## src/rtl/l1_write_buffer_if.sv

```systemverilog
// L1D -> L2 write-back buffer bus: fill, drain and snoop signals.
// master = cache controller / L2 side, slave = l1_write_buffer.
interface l1_write_buffer_if #(
  parameter int WORD_W = 32,
  parameter int ADDR_W = 32
);
  logic              wr_req;
  logic [ADDR_W-1:0] wr_addr;
  logic [WORD_W-1:0] wr_data;
  logic              wb_ack;
  logic              wb_full;
  logic              l2_wr_valid;
  logic              l2_wr_ready;
  logic [ADDR_W-1:0] l2_wr_addr;
  logic [WORD_W-1:0] l2_wr_data;
  logic [ADDR_W-1:0] snoop_addr;
  logic              snoop_hit;
  logic [WORD_W-1:0] snoop_data;

  modport master (
    output wr_req, wr_addr, wr_data,
    output l2_wr_ready, snoop_addr,
    input  wb_ack, wb_full,
    input  l2_wr_valid, l2_wr_addr, l2_wr_data,
    input  snoop_hit, snoop_data
  );

  modport slave (
    input  wr_req, wr_addr, wr_data,
    input  l2_wr_ready, snoop_addr,
    output wb_ack, wb_full,
    output l2_wr_valid, l2_wr_addr, l2_wr_data,
    output snoop_hit, snoop_data
  );
endinterface

```

## src/rtl/l1_write_buffer.sv

```systemverilog
// Single-entry write-back buffer: captures one evicted block, drains it to L2.
// Optional read-snoop forwarding is built when L1_WB_FORWARD_EN is defined.
module l1_write_buffer #(
  parameter int WORD_W      = 32,
  parameter int BLOCK_WORDS = 8,
  parameter int ADDR_W      = 32
) (
  input logic               clk,
  input logic               reset_n,
  l1_write_buffer_if.slave  wb
);
  localparam int IDX_W = $clog2(BLOCK_WORDS);
  localparam int OFF_W = IDX_W + 2;
  localparam int TAG_W = ADDR_W - OFF_W;
  localparam logic [IDX_W-1:0] LAST = IDX_W'(BLOCK_WORDS - 1);

  typedef enum logic [1:0] {
    S_IDLE,
    S_FILL,
    S_DRAIN
  } state_t;

  state_t            r_state;
  logic [IDX_W-1:0]  r_fcnt;
  logic [IDX_W-1:0]  r_dcnt;
  logic [TAG_W-1:0]  r_tag;
  logic [WORD_W-1:0] r_mem [BLOCK_WORDS];

  logic w_store;
  logic w_last_fill;
  logic w_beat;

  // Fill words land at r_fcnt, which is 0 whenever the buffer is idle.
  assign w_store = wb.wr_req &&
                   (r_state == S_IDLE || r_state == S_FILL);
  assign w_last_fill = (r_state == S_FILL) && wb.wr_req &&
                       (r_fcnt == LAST);
  assign w_beat = (r_state == S_DRAIN) && wb.l2_wr_ready;

  assign wb.wb_ack      = w_last_fill;
  assign wb.wb_full     = (r_state == S_DRAIN);
  assign wb.l2_wr_valid = (r_state == S_DRAIN);
  assign wb.l2_wr_addr  = {r_tag, r_dcnt, 2'b00};
  assign wb.l2_wr_data  = r_mem[r_dcnt];

  // Control FSM: idle -> fill 8 words -> drain 8 beats -> idle.
  always_ff @(posedge clk) begin
    if (!reset_n) begin
      r_state <= S_IDLE;
      r_fcnt  <= '0;
      r_dcnt  <= '0;
      r_tag   <= '0;
    end else begin
      unique case (r_state)
        S_IDLE: begin
          if (wb.wr_req) begin
            r_tag   <= wb.wr_addr[ADDR_W-1:OFF_W];
            r_fcnt  <= IDX_W'(1);
            r_state <= S_FILL;
          end
        end
        S_FILL: begin
          if (wb.wr_req) begin
            r_fcnt <= r_fcnt + 1'b1;
            if (r_fcnt == LAST) begin
              r_dcnt  <= '0;
              r_state <= S_DRAIN;
            end
          end else begin
            r_fcnt  <= '0;
            r_dcnt  <= '0;
            r_state <= S_IDLE;
          end
        end
        S_DRAIN: begin
          if (w_beat) begin
            r_dcnt <= r_dcnt + 1'b1;
            if (r_dcnt == LAST) r_state <= S_IDLE;
          end
        end
        default: r_state <= S_IDLE;
      endcase
    end
  end

  // Block storage; deliberately not cleared by reset.
  always_ff @(posedge clk) begin
    if (reset_n && w_store) r_mem[r_fcnt] <= wb.wr_data;
  end

`ifdef L1_WB_FORWARD_EN
  logic w_hit;
  assign w_hit = (r_state == S_DRAIN) &&
                 (wb.snoop_addr[ADDR_W-1:OFF_W] == r_tag);
  assign wb.snoop_hit  = w_hit;
  assign wb.snoop_data = w_hit ?
                         r_mem[wb.snoop_addr[OFF_W-1:2]] : '0;
`else
  assign wb.snoop_hit  = 1'b0;
  assign wb.snoop_data = '0;
`endif
endmodule

```

## src/flat_wrapper.sv

```systemverilog
// flat-port wrapper written by rule: the top's interface ports become plain ports
module l1_write_buffer_flat 
#(
  parameter int WORD_W      = 32,
  parameter int BLOCK_WORDS = 8,
  parameter int ADDR_W      = 32
)
  (clk, reset_n, wb_wr_req, wb_wr_addr, wb_wr_data, wb_l2_wr_ready, wb_snoop_addr, wb_wb_ack, wb_wb_full, wb_l2_wr_valid, wb_l2_wr_addr, wb_l2_wr_data, wb_snoop_hit, wb_snoop_data);
  l1_write_buffer_if #(.WORD_W(WORD_W), .ADDR_W(ADDR_W)) wb_i ();
  input logic clk;
  input logic reset_n;
  input wire logic [$bits(wb_i.wr_req)-1:0] wb_wr_req;
  input wire logic [$bits(wb_i.wr_addr)-1:0] wb_wr_addr;
  input wire logic [$bits(wb_i.wr_data)-1:0] wb_wr_data;
  input wire logic [$bits(wb_i.l2_wr_ready)-1:0] wb_l2_wr_ready;
  input wire logic [$bits(wb_i.snoop_addr)-1:0] wb_snoop_addr;
  output wire logic [$bits(wb_i.wb_ack)-1:0] wb_wb_ack;
  output wire logic [$bits(wb_i.wb_full)-1:0] wb_wb_full;
  output wire logic [$bits(wb_i.l2_wr_valid)-1:0] wb_l2_wr_valid;
  output wire logic [$bits(wb_i.l2_wr_addr)-1:0] wb_l2_wr_addr;
  output wire logic [$bits(wb_i.l2_wr_data)-1:0] wb_l2_wr_data;
  output wire logic [$bits(wb_i.snoop_hit)-1:0] wb_snoop_hit;
  output wire logic [$bits(wb_i.snoop_data)-1:0] wb_snoop_data;
  assign wb_i.wr_req = wb_wr_req;
  assign wb_i.wr_addr = wb_wr_addr;
  assign wb_i.wr_data = wb_wr_data;
  assign wb_i.l2_wr_ready = wb_l2_wr_ready;
  assign wb_i.snoop_addr = wb_snoop_addr;
  assign wb_wb_ack = wb_i.wb_ack;
  assign wb_wb_full = wb_i.wb_full;
  assign wb_l2_wr_valid = wb_i.l2_wr_valid;
  assign wb_l2_wr_addr = wb_i.l2_wr_addr;
  assign wb_l2_wr_data = wb_i.l2_wr_data;
  assign wb_snoop_hit = wb_i.snoop_hit;
  assign wb_snoop_data = wb_i.snoop_data;
  l1_write_buffer #(.WORD_W(WORD_W), .BLOCK_WORDS(BLOCK_WORDS), .ADDR_W(ADDR_W)) u_core (.clk(clk), .reset_n(reset_n), .wb(wb_i));
endmodule
```

## config.mk

```make
export PLATFORM = sky130hd
export DESIGN_NAME = l1_write_buffer_flat
export DESIGN_NICKNAME = d
export VERILOG_FILES = /design/src/rtl/l1_write_buffer_if.sv /design/src/rtl/l1_write_buffer.sv /design/src/flat_wrapper.sv
export SDC_FILE = /design/constraint.sdc
export NUM_CORES = 1
export LEC_CHECK = 0
export CAP_MARGIN = 20
export CORE_UTILIZATION = 53
export CTS_BUF_LIST = sky130_fd_sc_hd__clkbuf_16
export CTS_CLUSTER_DIAMETER = 200
export DETAILED_ROUTE_END_ITERATION = 8
export PLACE_DENSITY = 0.79
export SYNTH_ARGS = -nofsm -noshare
export SYNTH_HDL_FRONTEND = slang
export SYNTH_SLANG_ARGS = --single-unit
```

## constraint.sdc

```tcl
create_clock -name clk -period 4.3 [get_ports clk]
set_input_delay 0.86 -clock clk [delete_from_list [all_inputs] [get_ports clk]]
set_output_delay 0.86 -clock clk [all_outputs]
set_load 0.03 [all_outputs]
```

==> results of run 1 <==
-- final timing paths --
| kind | depth (start not counted) | from | end |
|---|---|---|---|
| max | 4 | flop | wb_l2_wr_data[26] |
| min | 2 | u_core.r_tag[22] | u_core.r_tag[22] |
| max reg2reg | 5 | u_core.r_state[0] | u_core.r_mem[1][12] |
| min reg2reg | 2 | u_core.r_tag[22] | u_core.r_tag[22] |
-- worst min-delay path: stages (launching register included) --
cell	delay (ns)
dfxtp_1	0.31
nand2_1	0.05
a21boi_0	0.06
-- layer usage --
metal  up-vias  part of all wire  wire length [microns]
met5         -                 0                      0
met4         0             0.013                    290
met3        24             0.071                   1600
met2       196              0.51                  11500
met1      2905              0.40                   9030
li1       2588                 -                      -
-- synthesized netlist by cell type, types with 3 or more instances --
library cell / number / share of area
edfxtp_1: 256 / 0.66
nand2_1: 64 / 0.021
mux4_1: 40 / 0.090
dfxtp_1: 38 / 0.065
buf_4: 36 / 0.023
mux2_2: 33 / 0.032
a21boi_0: 28 / 0.018
mux4_2: 24 / 0.046
clkbuf_1: 10 / 0.0032
buf_2: 9 / 0.0039
mux2i_1: 9 / 0.0077
buf_6: 7 / 0.0067
ha_1: 7 / 0.0075
nor2_1: 6 / 0.0019
buf_1: 5 / 0.0016
nand2b_1: 5 / 0.0027
inv_1: 3 / 0.00096
nand3_1: 3 / 0.0013
-- sequential cells by signal (all words and copies together), names as in the netlist, named ones only --
register and flops:
u_core.r_dcnt 3, u_core.r_fcnt 3, u_core.r_mem 256, u_core.r_tag 27, u_core.r_state 2
-- power groups by stage --
stage          Clock (mW)  Combinational, mW  Sequential, mW
6_report             2.67              0.886            3.30
5_1_grt              2.83              0.950            3.31
4_1_cts              2.72              0.896            3.30
3_5_place_dp            0              0.887            3.36
3_3_place_gp            0              0.862            3.34
2_1_floorplan           0              0.509            3.41
-- cell type report --
type	count	area (sq um)	share of cell area
inverter	3	11.3	0.000794
sequential	294	8450	0.596
timing repair buffer	140	1390	0.0983
tap	275	344	0.0243
multi-input combinational	268	2950	0.208
clock inverter	23	294	0.0207
clock buffer	29	726	0.0512
-- kinds of logic (layout without fill, tap and decap cells) --
kind of cell	count (synthesis)	after routing	share of synthesized area
mux	106	106	0.176
xor+xnor	1	1	0.000750
buf+inv	70	195	0.0395
compound gates	34	34	0.0228
fa+ha+maj	7	7	0.00750
simple gates	85	85	0.0301
other cells	1	35	0.000321
flops	294	294	0.723
-- stage by stage --
stage | util | setup WS, ns | hold slack (ns) | instance area (sq um) | power, mW
2_1_floorplan | - | 0.402 | 0.451 | 11800 | 3.92
3_3_place_gp | 0.618 | 0.908 | 0.451 | 13200 | 4.21
3_5_place_dp | 0.618 | 0.856 | 0.460 | 13200 | 4.24
4_1_cts | 0.666 | 0.283 | 0.470 | 14200 | 6.91
5_1_grt | 0.666 | 0.205 | 0.494 | 14200 | 7.09
6_report | 0.666 | 0.335 | 0.466 | 14200 | 6.85
==> summary.txt, run 1 <==
Place
  • PortBufs: 127
  • Post-DP HPWL: 12700 microns
  • GPL Wtd Cong: 0.778
  • Dpl cells: 980

Run
  • Max Cap Viol: 0

Drt
  • Detailed-route via count: 5713
  • Vias per cell: 5.54
  • Remaining routing DRC violations: 0
  • WL final: 22400 microns
  • Drt first pass iters: 4
  • Antenna-violating nets left: 0
  • 1st-iter DRT viols: 314
  • Drt wl/cell: 21.7 microns

Finish
  • Most common cell after layout, fill and taps aside: edfxtp_1
  • Share of cells above drive strength 1: 0.168
  • Non-Filler Instances: 1032
  • Nets: 843
  • Most frequent cells in the layout: 256 x edfxtp_1, 127 x clkdlybuf4s50_1, 64 x nand2_1, 40 x mux4_1
  • Area grow syn2layout: 21.4%
  • # fillers: 1331
  • Diodes inserted: 0

Global route
  • M3 GR Usage: 0.0482
  • Congestion Overflow GR: 0
  • Vias in the first global route: 6029
  • GRT Resource Usage Total: 0.203
  • Met2 Use GR: 0.361
  • Global-route wire length before repair: 33800 microns
  • Initial antenna violation count: 0
  • Met1 Use GR: 0.253
  • GRT Max-Usage Layer: met2
  • Largest net degree at the start of global routing: 51

Floorplan
  • Core region area: 21300 sq um
  • DIE WIDTH: 150 microns
  • I/O pins: 200
  • # rows: 53
  • Starting Density: 0.549
  • Die height: 150 microns
  • DIE AREA: 22600 sq um

Power and ir drop
  • Pwr dens: 483 nW/um^2
  • Max IR drop VDD: 0.318 mV
  • Internal: 5.25 mW
  • NetSw: 1.61 mW
  • Net Sw Frac: 0.235
  • Leakage: 4.67 nW
  • Clk pwr share: 0.390
  • Comb pwr share: 0.129
  • Seq pwr share: 0.481

Min path
  • HP Class: flop to flop

Worst setup path
  • Buf/Inv on CP: 2
  • Setup crit end kind: primary output
  • Slowest-stage cell, CP: dfxtp_4
  • Crit Path Max Fanout: 36
  • Worst-path cell chain: buf_12, mux4_1, mux2_2, clkdlybuf4s50_1
  • Slowest cell delay on critical path: 0.76 ns
  • Startpoint Class: flop
  • R2R setup slack: 1.96 ns
  • Kind of cell adding the most delay to the critical path: multiplexers
  • CP arrival: 3.11 ns
  • Crit Path Class: flop to primary output
  • Worst Path Required: 3.44 ns

Timing
  • Max-slew violations: 0
  • Tmin final: 3.97 ns
  • Fmax: 252 MHz
  • Final Setup Violations: 0
  • RSZ-0062 raised after global routing: false
  • Fin crit share: 0.922
  • Max-slew headroom: 0.436
  • Skew final: 0.00832 ns
  • Tightest Pin Transition: 0.844 ns
  • Final Hold Fails: 0
  • Post-route setup TNS: 0 ns

Clock tree
  • CTS root buf: clkbuf_16
  • Post-cts resize count: 0
  • Num CTS Buffers: 29
  • Num Clock Sinks: 294
  • H-tree depth: 1
  • Cts hold-fix bufs: 0
  • Setup repair bufs after CTS: 0
  • Clock transition at path regs: 0.06 ns
  • Worst-skew pair later-pin latency: 0.53 ns
  • CTS tree: built
  • Clock tree buffer depth: 3

Logic synthesis
  • Register area share after synthesis: 0.723
  • Post-synth ARST share: 0
  • #FFs+latches synth: 294
  • Main flop type after synthesis: edfxtp_1
  • Post-synth EDFFs: 256
  • Cell count after synthesis: 598
  • Mapped cell area: 11700 sq um
  • Post-synth cell types: 29
  • Syn Area/Cell: 19.5 sq um
  • YS warnings: 0

Status
  • Status: finished clean
(Power assumes the default switching activity.)
==> run 2, diff against run 1 <==
--- a/config.mk
+++ b/config.mk
@@ -6,6 +6,7 @@
 export NUM_CORES = 1
 export LEC_CHECK = 0
 export CAP_MARGIN = 20
+export CORE_MARGIN = 4
 export CORE_UTILIZATION = 53
 export CTS_BUF_LIST = sky130_fd_sc_hd__clkbuf_16
 export CTS_CLUSTER_DIAMETER = 200
==> run 2 against run 1 <==
  * Clock skew about the same
  * Hold slack is essentially flat
  * Maximum frequency rose by 3.7%
  * Clock power down 11%
  * Critical path depth unchanged
  * Critical path type unchanged
==> summary.txt, run 2 (synthesized netlist as in run 1, its figures left out) <==
Status
  • Status: finished clean

Floorplan
  • I/O pins: 200
  • Core region area: 21800 sq um
  • DIE AREA: 24500 sq um
  • DIE WIDTH: 156 microns
  • Starting Density: 0.537
  • # rows: 54
  • Die height: 156 microns

Worst setup path
  • R2R setup slack: 2.11 ns
  • CP Capture Point: wb_l2_wr_data[24]
  • Crit Path Class: flop to primary output
  • CP arrival: 2.96 ns
  • RR Endpoint: u_core.r_mem[0][19]
  • Crit Path Max Fanout: 32
  • Startpoint Class: flop
  • Setup crit end kind: primary output
  • Slowest cell delay on critical path: 0.61 ns
  • Worst Reg-to-Reg Cells: 5
  • Worst-path cell chain: buf_12, mux4_1, mux2_2, clkdlybuf4s50_1
  • Slowest-stage cell, CP: mux4_1
  • Worst Path Required: 3.44 ns
  • R2R Path Start: u_core.r_state[0]

Timing
  • Skew final: 0.00812 ns
  • Final Hold Fails: 0
  • Tmin final: 3.82 ns
  • Fin crit share: 0.889
  • Fmax: 261 MHz
  • Post-route setup TNS: 0 ns
  • Tightest Pin Transition: 0.906 ns
  • Max-slew headroom: 0.396
  • RSZ-0062 raised after global routing: false
  • Min setup slack post-route: 0.475 ns
  • Final Setup Violations: 0
  • Max-slew violations: 0

Drt
  • Drt wl/cell: 21.3 microns
  • Vias per cell: 5.53
  • Antenna-violating nets left: 0
  • Detailed-route via count: 5788
  • 1st-iter DRT viols: 266
  • Drt first pass iters: 4
  • WL final: 22300 microns
  • Remaining routing DRC violations: 0

Place
  • GPL Wtd Cong: 0.758
  • DP Area: 13200 sq um
  • Post-DP HPWL: 13800 microns
  • PortBufs: 127
  • Post-place setup slack: 0.933 ns

Finish
  • Final core utilization: 0.650
  • Nets: 853
  • Design area: 14100 sq um
  • Area occupied by multi-input gates: 2950 sq um
  • Most common cell after layout, fill and taps aside: edfxtp_1
  • Diodes inserted: 0
  • Most frequent cells in the layout: 256 x edfxtp_1, 127 x clkdlybuf4s50_1, 64 x nand2_1, 40 x mux4_1
  • Area grow syn2layout: 21.1%
  • Flip-flop count of the largest register after layout: 256
  • Area occupied by registers: 8450 sq um
  • Largest Register: u_core.r_mem
  • Largest regs: u_core.r_mem x256, u_core.r_tag x27
  • Share of cells above drive strength 1: 0.171
  • # fillers: 1474

Global route
  • Vias in the first global route: 6126
  • Met2 Use GR: 0.322
  • GRT Resource Usage Total: 0.181
  • Global-route wire length before repair: 34100 microns
  • GRT Max-Usage Layer: met2
  • Initial antenna violation count: 1
  • M3 GR Usage: 0.0365
  • Met1 Use GR: 0.232
  • Largest net degree at the start of global routing: 41
  • Congestion Overflow GR: 0

Power and ir drop
  • Max IR drop VDD: 0.387 mV
  • Leakage: 4.71 nW
  • Total power: 6.57 mW
  • Pwr dens: 465 nW/um^2

Clock tree
  • Clock transition at path regs: 0.06 ns
  • H-tree depth: 1
  • Post-cts resize count: 0
  • Worst-skew pair later-pin latency: 0.53 ns
  • Cts hold-fix bufs: 0
  • CTS root buf: clkbuf_16
  • Num CTS Buffers: 29
  • Num Clock Sinks: 294
  • Clock tree buffer depth: 3
  • Setup repair bufs after CTS: 0
  • CTS tree: built

Min path
  • HP Class: flop to flop

Run
  • Max Cap Viol: 0
## run 2: worst min-delay path by stage
stage / from / end / slack, ns / cells past startpoint
4_1_cts: u_core.r_tag[2] / u_core.r_tag[2] / 0.46 / 2
2_1_floorplan: u_core.r_state[1] / u_core.r_state[1] / 0.45 / 2
3_3_place_gp: u_core.r_tag[4] / u_core.r_tag[4] / 0.45 / 2
6_report: u_core.r_tag[24] / u_core.r_tag[24] / 0.47 / 2
5_1_grt: u_core.r_tag[10] / u_core.r_tag[10] / 0.48 / 2
3_5_place_dp: u_core.r_tag[2] / u_core.r_tag[2] / 0.46 / 2
## run 2: layout make-up
cell class / instances / share of cell area
Timing Repair Buffer: 150 / 0.104
Sequential cell: 294 / 0.598
Clock buffer: 29 / 0.0513
Inverter: 3 / 0.000796
Tap cell: 280 / 0.0248
Clock inverter: 23 / 0.0128
Multi-Input combinational cell: 268 / 0.209
## run 2: metal layers
layer | vias to the layer above | share of wire
met5 | - | 0.00054
met4 | 2 | 0.015
met3 | 35 | 0.071
met2 | 210 | 0.52
met1 | 2936 | 0.39
li1 | 2605 | -
## run 2: worst max-delay path, delay by kind of cell (launching register included)
kind	cells	cell delay [ns]
buffers and inverters	2	0.91
flip-flops	1	0.60
multiplexers	2	0.92
## run 2: stage by stage
stage,hold WS [ns],cells
floorplan,0.451,632
global placement,0.452,995
detailed placement,0.458,995
CTS,0.464,1047
global route,0.484,1047
finish,0.466,1047
## run 2: where the power goes
group,switching [mW],total (mW),internal (mW)
clock network,0.987,2.38,1.40
registers,0.0516,3.29,3.24
logic,0.532,0.899,0.367
